[config.mk]
export PLATFORM = sky130hd
export DESIGN_NAME = lsu
export DESIGN_NICKNAME = d
export VERILOG_FILES = /design/src/rtl/lsu.sv
export SDC_FILE = /design/constraint.sdc
export NUM_CORES = 1
export LEC_CHECK = 0
export BUFFER_PORTS_ARGS = -buffer_cell sky130_fd_sc_hd__buf_4
export CORE_MARGIN = 2
export CORE_UTILIZATION = 30
export DETAILED_ROUTE_END_ITERATION = 7
export GPL_ROUTABILITY_DRIVEN = 0
export HOLD_SLACK_MARGIN = 0.06
export PLACE_DENSITY = 0.75
export SLEW_MARGIN = 0
export SYNTH_ARGS = -nofsm -noshare
export SYNTH_HDL_FRONTEND = slang
export SYNTH_SLANG_ARGS = --single-unit
[constraint.sdc]
create_clock -name clk_i -period 1.8 [get_ports clk_i]
set_input_delay 0.09 -clock clk_i [delete_from_list [all_inputs] [get_ports clk_i]]
set_output_delay 0.09 -clock clk_i [all_outputs]
set_load 0.01 [all_outputs]
[src/rtl/lsu.sv]
// Load-store unit: turns sized core loads/stores into word-wide memory accesses
// with byte enables, and stalls the core until the memory responds.
module lsu (
    input  logic        clk_i,
    input  logic        rst_i,
    input  logic        core_req_i,
    input  logic        core_we_i,
    input  logic [2:0]  core_size_i,
    input  logic [31:0] core_addr_i,
    input  logic [31:0] core_wd_i,
    output logic [31:0] core_rd_o,
    output logic        core_stall_o,
    output logic        mem_req_o,
    output logic        mem_we_o,
    output logic [3:0]  mem_be_o,
    output logic [31:0] mem_addr_o,
    output logic [31:0] mem_wd_o,
    input  logic [31:0] mem_rd_i,
    input  logic        mem_ready_i
);

    typedef enum logic {IDLE, WAIT} state_t;

    state_t      state_q, state_d;
    logic [2:0]  size_q;
    logic [1:0]  off_q;
    logic [7:0]  ld_byte;
    logic [15:0] ld_half;

    // Size and offset are captured at request acceptance; the load result is
    // extracted from them later, when the memory data arrives.
    always_ff @(posedge clk_i) begin
        if (rst_i) begin
            state_q <= IDLE;
            size_q  <= 3'd0;
            off_q   <= 2'd0;
        end else begin
            state_q <= state_d;
            if (state_q == IDLE && core_req_i) begin
                size_q <= core_size_i;
                off_q  <= core_addr_i[1:0];
            end
        end
    end

    always_comb begin
        state_d = state_q;
        case (state_q)
            IDLE:    if (core_req_i)  state_d = WAIT;
            WAIT:    if (mem_ready_i) state_d = IDLE;
            default: state_d = IDLE;
        endcase
    end

    // The request stays asserted in WAIT, so memory simply repeats the same access.
    always_comb begin
        mem_req_o    = core_req_i & ~rst_i;
        core_stall_o = core_req_i & ~rst_i & ~((state_q == WAIT) & mem_ready_i);
        mem_we_o     = core_we_i;
        mem_addr_o   = core_addr_i;

        mem_be_o = 4'b1111;
        mem_wd_o = core_wd_i;
        case (core_size_i[1:0])
            2'd0: begin
                mem_be_o = 4'b0001 << core_addr_i[1:0];
                mem_wd_o = {4{core_wd_i[7:0]}};
            end
            2'd1: begin
                mem_be_o = core_addr_i[1] ? 4'b1100 : 4'b0011;
                mem_wd_o = {2{core_wd_i[15:0]}};
            end
            default: begin
                mem_be_o = 4'b1111;
                mem_wd_o = core_wd_i;
            end
        endcase
        if (!core_we_i) mem_be_o = 4'b0000;
    end

    // Size encodings 3, 6 and 7 fall through to a plain word access.
    always_comb begin
        ld_byte   = mem_rd_i[{off_q, 3'b000} +: 8];
        ld_half   = off_q[1] ? mem_rd_i[31:16] : mem_rd_i[15:0];
        core_rd_o = mem_rd_i;
        case (size_q[1:0])
            2'd0:    core_rd_o = {{24{ld_byte[7] & ~size_q[2]}}, ld_byte};
            2'd1:    core_rd_o = {{16{ld_half[15] & ~size_q[2]}}, ld_half};
            default: core_rd_o = mem_rd_i;
        endcase
        if (rst_i) core_rd_o = 32'd0;
    end

endmodule
# Yosys cells after proc, flatten, opt, wreduce, memory -nomap -nowiden
# Cells that the tools add are included.
dict set report word_totals {
  ff_bits 6
  input_bits 104
  output_inout_bits 103
  wordCells 29
}
dict set report classes {
  eq_ne 2
  shift 2
  mux 10
  bitwise_logic 9
  reduce_logical 3
}
# op n
set ops {}
lappend ops {{$pmux 32 s2} 2}
lappend ops {{$mux 32} 1}
lappend ops {{$shiftx 32x6->8} 1}
lappend ops {{$mux 16} 1}
lappend ops {{$mux 4} 2}
lappend ops {{$pmux 4 s2} 1}
lappend ops {{$and 1x1->1} 5}
lappend ops {{$eq 2x1->1 const B} 2}
lappend ops {{$logic_not 2->1} 2}
lappend ops {{$not 1->1} 4}
lappend ops {{$shl 1x2->4 const A} 1}
lappend ops {{$mux 1} 2}
lappend ops {{$pmux 1 s2} 1}
lappend ops {{$logic_and 1x1->1} 1}

# Logic depth before layout (Yosys ltp)
# Gate-level depths: netlist (run 1).
dict set report logic_depth {
  depth_word 4
  ltp_mapped 6
  ltp_nobuf 3
}

# Worst setup path before layout (run 1)
# Ideal clock, no wire load.
dict set report synth_path {
  kind {register to output}
  startpoint {reg size_q[1]}
  endpoint {out core_rd_o[16]}
  t_arrival_ns 1.273
  t_required_ns 1.710
  slack_ns 0.437
  path_stages_with_launch 5
  n_path_buf 2
  path_cell_list {dfxtp_1 -> buf_6 -> or3_4 -> buf_4 -> o21ai_0}
}
dict set report synth_between {
  elab_chain_cells 3
  word_cells_on_any_way 4
  cone_classes {eq/ne: 1; mux: 2; reduce/logical: 1}
}
# item line
set synth_rtl {}
lappend synth_rtl {{start, declared} 25} ;# logic [2:0] size_q;
lappend synth_rtl {{start signal, assigned} 40} ;# size_q <= core_size_i;
lappend synth_rtl {{$eq 2x1->1 or $logic_not 2->1 (tied branches)} 86} ;# case (size_q[1:0])
lappend synth_rtl {{$pmux 32 s2 (*)} 86}
lappend synth_rtl {{$mux 32 (*)} 91} ;# if (rst_i) core_rd_o = 32'd0;
lappend synth_rtl {{end, declared} 11} ;# output logic [31:0] core_rd_o,
# Mark *: on every way between the ends. The rest lies on a longest branch, timed or not.

# Worst setup path in the final report (run 1)
dict set report layout_path {
  startpoint {reg off_q[1]}
  endpoint {out core_rd_o[19]}
}
dict set report layout_between {
  elab_chain_cells 4
  word_cells_on_any_way 6
  cone_classes {shift: 1; mux: 3; bitwise: 2}
}
# item line
set layout_rtl {}
lappend layout_rtl {{start, declared} 26} ;# logic [1:0] off_q;
lappend layout_rtl {{start signal, assigned} 41} ;# off_q <= core_addr_i[1:0];
lappend layout_rtl {{$shiftx 32x6->8 or $mux 16 (tied branches)} {83, 84}}
lappend layout_rtl {{$and 1x1->1, on equally long branches} {87, 88}}
lappend layout_rtl {{$pmux 32 s2 (*)} 86}
lappend layout_rtl {{$mux 32 (*)} 91}
# Marks and branches as above.

==> flow_summary.toml, run 1 <==
[outcome]
outcome = "complete, no violations"

[synthesis]
synth.area.top_cells = "sky130_fd_sc_hd__buf_4 (17%), sky130_fd_sc_hd__mux2_2 (13%), sky130_fd_sc_hd__nor2b_1 (7.2%), sky130_fd_sc_hd__mux2i_1 (6.8%), sky130_fd_sc_hd__dfxtp_1 (6.3%)"
synth_area_per_cell_um2 = 7.468
synth-async-reset-ratio_pct = 0
synthesis.yosys.warnings = 0
synth_enable_flop_cells = 0
yosysTopAreaCellShare_pct = 16.82
synth.largest_area_cell = "sky130_fd_sc_hd__buf_4"
synth_cell_type_count = 33
syn_inst = 257
post_synth_instance_area_um2 = 1919
sequential_cell_area_fraction_in_the_yosys_report_pct = 6.258
number_of_synthesized_register_bits = 6
postSynth.topFlopCell = "sky130_fd_sc_hd__dfxtp_1"
mappedNetlistNets = 361

[timing]
worstMarginPinSlew_ns = 0.5760
setup_viol_count_final = 0
hold_viol = 0
maxClockFrequency_ghz = 0.5857
relative_slew_margins_pct = 61.52
final.setup_skew_ns = 0.0009843
post-route-min-period_ns = 1.707
grt_setup_unrepaired = "no"
period_utilisation_layout_pct = 94.85
finalSetupTns_ns = 0
final-max-slew-violation-count = 0

[pwr]
power.leakage_nw = 1.379
power_per_cell_area_nw_per_um2 = 423.0
worst_ir_drop_vdd_mv = 0.1791

[min_path]
hold_path_class = "primary input to register"
worstHoldEndpoint = "state_q"
worst_hold_path_cells = 2
hp-start = "core_req_i"

[setup_path]
worst-endpoint-arrival_ns = 1.62
crit_type = "register to primary output"
crit_path_max_fanout = 16
rr_startpoint = "state_q"
timing.reg2reg.worst_path_depth = 3
timing.critical_path.required_ns = 1.71
worstReg2RegEnd = "off_q[1]"
critPathLaunch = "off_q[1]"
endpoint_kind = "primary output"
r2r_setup_slack_ns = 0.58
start_kind = "register"

[clock_network]
ctsLongestPathBuffers = 2
tritoncts = "built"
cts_buffer_count = 3
latest_clock_arrival_within_the_worst_skew_pair_ns = 0.22
htreeDepth = 1
ctsHoldBuffers = 0
cts_sinks = 6
cts_root_buffer = "sky130_fd_sc_hd__clkbuf_8"
worst_setup_hold_path_clk_slew_ns = 0.03
number_of_setup_buffers_added_after_cts = 0

[run]
maxCapViolCount = 0

[route]
drtAntennaViolNets = 0
vias = 2184
route.detailed.wl_per_inst_um = 14.57
routed_via_density = 5.044
top_layer = "met4"
route.final.wire_length_um = 6308
met3WireLength_um = 426
drt_pass1_iterations = 4
wl_met1_um = 2553
post_route_drc = 0
first_iter_violations = 108
routed-wl-met2_um = 3198

[finish]
multiInputGateArea_um2 = 1376
num-fill-cells = 647
most-common-layout-cells = "sky130_fd_sc_hd__buf_4 (157), sky130_fd_sc_hd__nand2_1 (24), sky130_fd_sc_hd__mux2_2 (23), sky130_fd_sc_hd__o21ai_0 (22), sky130_fd_sc_hd__nor2b_1 (21)"
most_frequent_standard_cell_in_the_layout_excluding_fill_and_tap_cells = "sky130_fd_sc_hd__buf_4"
syn_to_final_growth_pct = 48.63
share_of_post_route_cells_with_drive_strength_above_1_pct = 58.15
stdcell_count = 433
nNetsFinal = 462
final-seq-area_um2 = 125.1
antenna-diode-count = 0

[grt]
grt_pass1_wl_um = 9804
gr-usage-all-layers_pct = 16.49
grt_pass1_vias = 2074
grt_antenna_before_repair = 0
grt_max_degree = 31
globalRouteOverflowTotal = 0

[placed_design]
post-place-cells = 430
io_buffer_count = 146
dp_hpwl_um = 5182

[floorplanning]
core_region_area_um2 = 6277
design.portCount = 207
die_width_um = 83.99
design.die.area_um2 = 7053
die_h_um = 83.99
rows = 29
effective_utilization_at_floorplan_pct = 30.58
worst max-delay path: stages (launching register included):
cell and delay (ns):
sky130_fd_sc_hd__dfxtp_4 0.41, sky130_fd_sc_hd__mux2_4 0.35, sky130_fd_sc_hd__mux2i_4 0.18, sky130_fd_sc_hd__buf_12 0.17
sky130_fd_sc_hd__o21ai_0 0.11, sky130_fd_sc_hd__buf_4 0.16
flip-flops by register name, indices dropped and copies added, names as in the netlist:
register  flops
size_q        3
state_q       1
off_q         2
through the flow:
step / power, mW / setup WS, ns / util [%] / cell area (µm²) / hold slack (ns)
floorplan: 0.6674 / 0.4370 / - / 1919 / 0.2138
global placement: 1.003 / 0.1899 / 44.57 / 2798 / 0.1801
detailed placement: 1.012 / 0.1621 / 44.57 / 2798 / 0.1801
CTS: 1.218 / 0.01722 / 45.25 / 2840 / 0.1014
global route: 1.289 / 0.01884 / 45.45 / 2853 / 0.1061
finish: 1.207 / 0.09270 / 45.45 / 2853 / 0.1059
report_power, final:
part / total, mW / switching (mW) / leakage [nW] / internal [mW]
Clock: 0.196 / 0.0529 / 0.0216 / 0.143
Sequential: 0.158 / 0.0152 / 0.0505 / 0.143
Combinational: 0.853 / 0.385 / 1.31 / 0.468
per-layer routing:
| metal | vias up | track usage [%] |
|---|---|---|
| li1 | 1078 | - |
| met1 | 985 | 20.09 |
| met2 | 103 | 28.80 |
| met3 | 18 | 2.868 |
| met4 | 0 | 6.158 |
| met5 | - | 0 |
cell families after synthesis:
| family | count (synthesis) | share of synthesized area (%) |
|---|---|---|
| buffers and inverters | 64 | 22.29 |
| AND/OR/NAND/NOR | 77 | 23.08 |
| flip-flops | 6 | 6.258 |
| multiplexers | 39 | 23.01 |
| AO/OA/AOI/OAI | 71 | 25.36 |
repair_timing:
item,4_1_cts,5_1_grt
endpoints found under the setup margin,19,21
pin swaps,0,1
gates cloned,0,0
resized for setup,1,5
worst max path at each step:
stage,to,cells after the start
final,core_rd_o[19],5
after global routing,core_rd_o[15],6
after CTS,core_rd_o[19],6
after detailed placement,core_rd_o[4],5
after global placement,core_rd_o[4],5
after floorplan,core_rd_o[16],4
cells in the mapped netlist, types with 3 or more instances:
cell	n
sky130_fd_sc_hd__a21oi_1	11
sky130_fd_sc_hd__nand2_1	24
sky130_fd_sc_hd__o21ai_0	22
sky130_fd_sc_hd__mux2i_1	13
sky130_fd_sc_hd__and3b_1	7
sky130_fd_sc_hd__a222oi_1	7
sky130_fd_sc_hd__mux2_2	23
sky130_fd_sc_hd__buf_2	9
sky130_fd_sc_hd__o21ai_2	10
sky130_fd_sc_hd__buf_4	43
sky130_fd_sc_hd__o21a_1	3
sky130_fd_sc_hd__dfxtp_1	6
sky130_fd_sc_hd__a22oi_1	7
sky130_fd_sc_hd__o22ai_1	7
sky130_fd_sc_hd__and2_1	8
sky130_fd_sc_hd__nor2b_1	22
sky130_fd_sc_hd__clkbuf_1	9
sky130_fd_sc_hd__nor2_1	8
final cells by class:
| class | count | area share, % |
|---|---|---|
| multi-input cells | 187 | 48.25 |
| flip-flops and latches | 6 | 4.386 |
| clock buffers | 3 | 1.447 |
| repair buffers | 159 | 42.41 |
| well taps | 77 | 3.377 |
| inverters | 1 | 0.1316 |
Note: power is estimated with default switching activity, not from simulation.
==> run 2: changes to the inputs <==
- CORE_AREA: default -> 2 2 81 83
- CORE_MARGIN: 2 -> default
- CORE_UTILIZATION: 30 -> default
- DIE_AREA: default -> 0 0 83 85
- PLACE_DENSITY: 0.75 -> 0.78
==> flow_summary.toml, run 2 (synthesis results as in run 1) <==
[outcome]
outcome = "complete, no violations"

[finish]
nNetsFinal = 460
share_of_post_route_cells_with_drive_strength_above_1_pct = 57.34
most-common-layout-cells = "sky130_fd_sc_hd__buf_4 (155), sky130_fd_sc_hd__nand2_1 (24), sky130_fd_sc_hd__mux2_2 (23), sky130_fd_sc_hd__o21ai_0 (22), sky130_fd_sc_hd__nor2b_1 (22)"
stdcell_area_um2 = 2830
top_regs = "size_q: 3 flops, off_q: 2 flops, state_q: 1 flops"
register_containing_the_most_flip_flops_in_the_final_layout = "size_q"
largest_register_ffs = 3
antenna-diode-count = 0
syn_to_final_growth_pct = 47.46
most_frequent_standard_cell_in_the_layout_excluding_fill_and_tap_cells = "sky130_fd_sc_hd__buf_4"

[floorplanning]
effective_utilization_at_floorplan_pct = 30.93
rows = 29
core_region_area_um2 = 6205
design.portCount = 207
design.die.area_um2 = 7055
die_h_um = 85
die_width_um = 83

[setup_path]
timing.critical_path.required_ns = 1.71
worst-endpoint-arrival_ns = 1.62
critical_path.top_delay_family = "flip-flops"
bufs_and_invs_on_worst_path = 2
timing.critical_path.slowest_stage_cell = "sky130_fd_sc_hd__dfxtp_2"
start_kind = "register"
crit_path_max_incr_delay_ns = 0.40
worst-path-stages = 5
endpoint_kind = "primary output"
crit_path_max_fanout = 18
crit_chain = "buf_6, mux2_2, a22oi_1, a21oi_1, buf_4"
crit_type = "register to primary output"
timing.reg2reg.worst_path_depth = 3

[route]
route.detailed.wl_per_inst_um = 14.20
met3WireLength_um = 432
drt_pass1_iterations = 6
first_iter_violations = 115
post_route_drc = 0
routed_via_density = 5.162
vias = 2225
top_layer = "met4"
drtAntennaViolNets = 0
routed-wl-met2_um = 3395
route.final.wire_length_um = 6119
wl_met1_um = 2137

[placed_design]
dpl_cell_area_um2 = 2783
io_buffer_count = 146
dp_hpwl_um = 5046

[pwr]
combinational_share_of_power_pct = 70.5
power.leakage_nw = 1.367
worst_ir_drop_vdd_mv = 0.2494
p_sw_uw = 449.4
power_per_cell_area_nw_per_um2 = 423.7
swShare_pct = 37.47
power.internal_uw = 749.9
share_clk_of_total_power_pct = 16.2
power_frac_seq_pct = 13.3

[clock_network]
tritoncts = "built"
htreeDepth = 1
worst_setup_hold_path_clk_slew_ns = 0.04
number_of_setup_buffers_added_after_cts = 0
cts_buffer_count = 3
ctsLongestPathBuffers = 2
cts_root_buffer = "sky130_fd_sc_hd__clkbuf_8"
cts_sinks = 6
latest_clock_arrival_within_the_worst_skew_pair_ns = 0.22
ctsHoldBuffers = 0

[timing]
setup_viol_count_final = 0
relative_slew_margins_pct = 63.06
fin_hold_ws_ns = 0.1057
period_utilisation_layout_pct = 95.12
maxClockFrequency_ghz = 0.5841
final-max-slew-violation-count = 0
hold_viol = 0
post-route-min-period_ns = 1.712
grt_setup_unrepaired = "no"
worstMarginPinSlew_ns = 0.5529
finalSetupTns_ns = 0
final.setup_skew_ns = 0.0008920

[grt]
gr-usage-all-layers_pct = 15.58
grt_pass1_vias = 2071
grt_antenna_before_repair = 0
grt_pass1_wl_um = 9508
globalRouteOverflowTotal = 0
grt_max_degree = 30

[min_path]
worst_hold_path_cells = 2
hold_path_class = "primary input to register"

[run]
maxCapViolCount = 0
run 2: cell types whose count changed in the layout (fill, tap and decap cells not counted), sizes merged:
cell / before / now
buf: 159 / 157
run 2: stage by stage:
step                      power, mW  worst slack (ns)  cells  utilization [%]
after floorplan              0.6674            0.4370    257                -
after global placement       0.9930            0.2403    428            44.85
after detailed placement      1.007            0.1954    428            44.85
after CTS                     1.208         0.0005725    431            45.57
after global routing          1.281          0.005370    431            45.61
final                         1.199           0.08790    431            45.61
run 2: path summary, 6_finish.rpt:
kind / end / slack [ns] / start
worst min-delay path: state_q / 0.11 / core_req_i
worst max-delay path: core_rd_o[4] / 0.09 / off_q[1]
worst max register to register: off_q[1] / 0.62 / state_q
worst min register to register: state_q / 0.49 / state_q
run 2: layer usage:
| metal | global-route usage (%) | vias to the layer above |
|---|---|---|
| met4 | 6.259 | 0 |
| met5 | 0 | - |
| met1 | 16.79 | 1021 |
| li1 | - | 1075 |
| met2 | 30.28 | 107 |
| met3 | 2.335 | 22 |
run 2: repair_timing:
item	in CTS	in global routing
gates resized for setup	1	2
endpoints found under the hold margin	0	0
setup endpoints to repair	3	32
run 2: worst register-to-register path: stages (launching register included):
cell and delay (ns):
sky130_fd_sc_hd__dfxtp_1 0.31, sky130_fd_sc_hd__nor2b_1 0.45, sky130_fd_sc_hd__mux2i_1 0.25, sky130_fd_sc_hd__nor2_1 0.05
run 2: cell type report:
type | instances | area [µm²]
sequential | 6 | 122.6
multi-input combinational | 187 | 1371
clock buffer | 3 | 41.29
fill | 616 | 3374
inverter | 1 | 3.754
timing repair buffer | 157 | 1195
tap | 77 | 96.34
run 2: power by group through the flow:
stage | registers [mW] | logic [mW] | clock network (mW)
2_1_floorplan | 0.153 | 0.514 | 0
5_1_grt | 0.161 | 0.912 | 0.208
3_5_place_dp | 0.160 | 0.847 | 0
6_report | 0.159 | 0.845 | 0.195
3_3_place_gp | 0.160 | 0.833 | 0
4_1_cts | 0.159 | 0.850 | 0.200
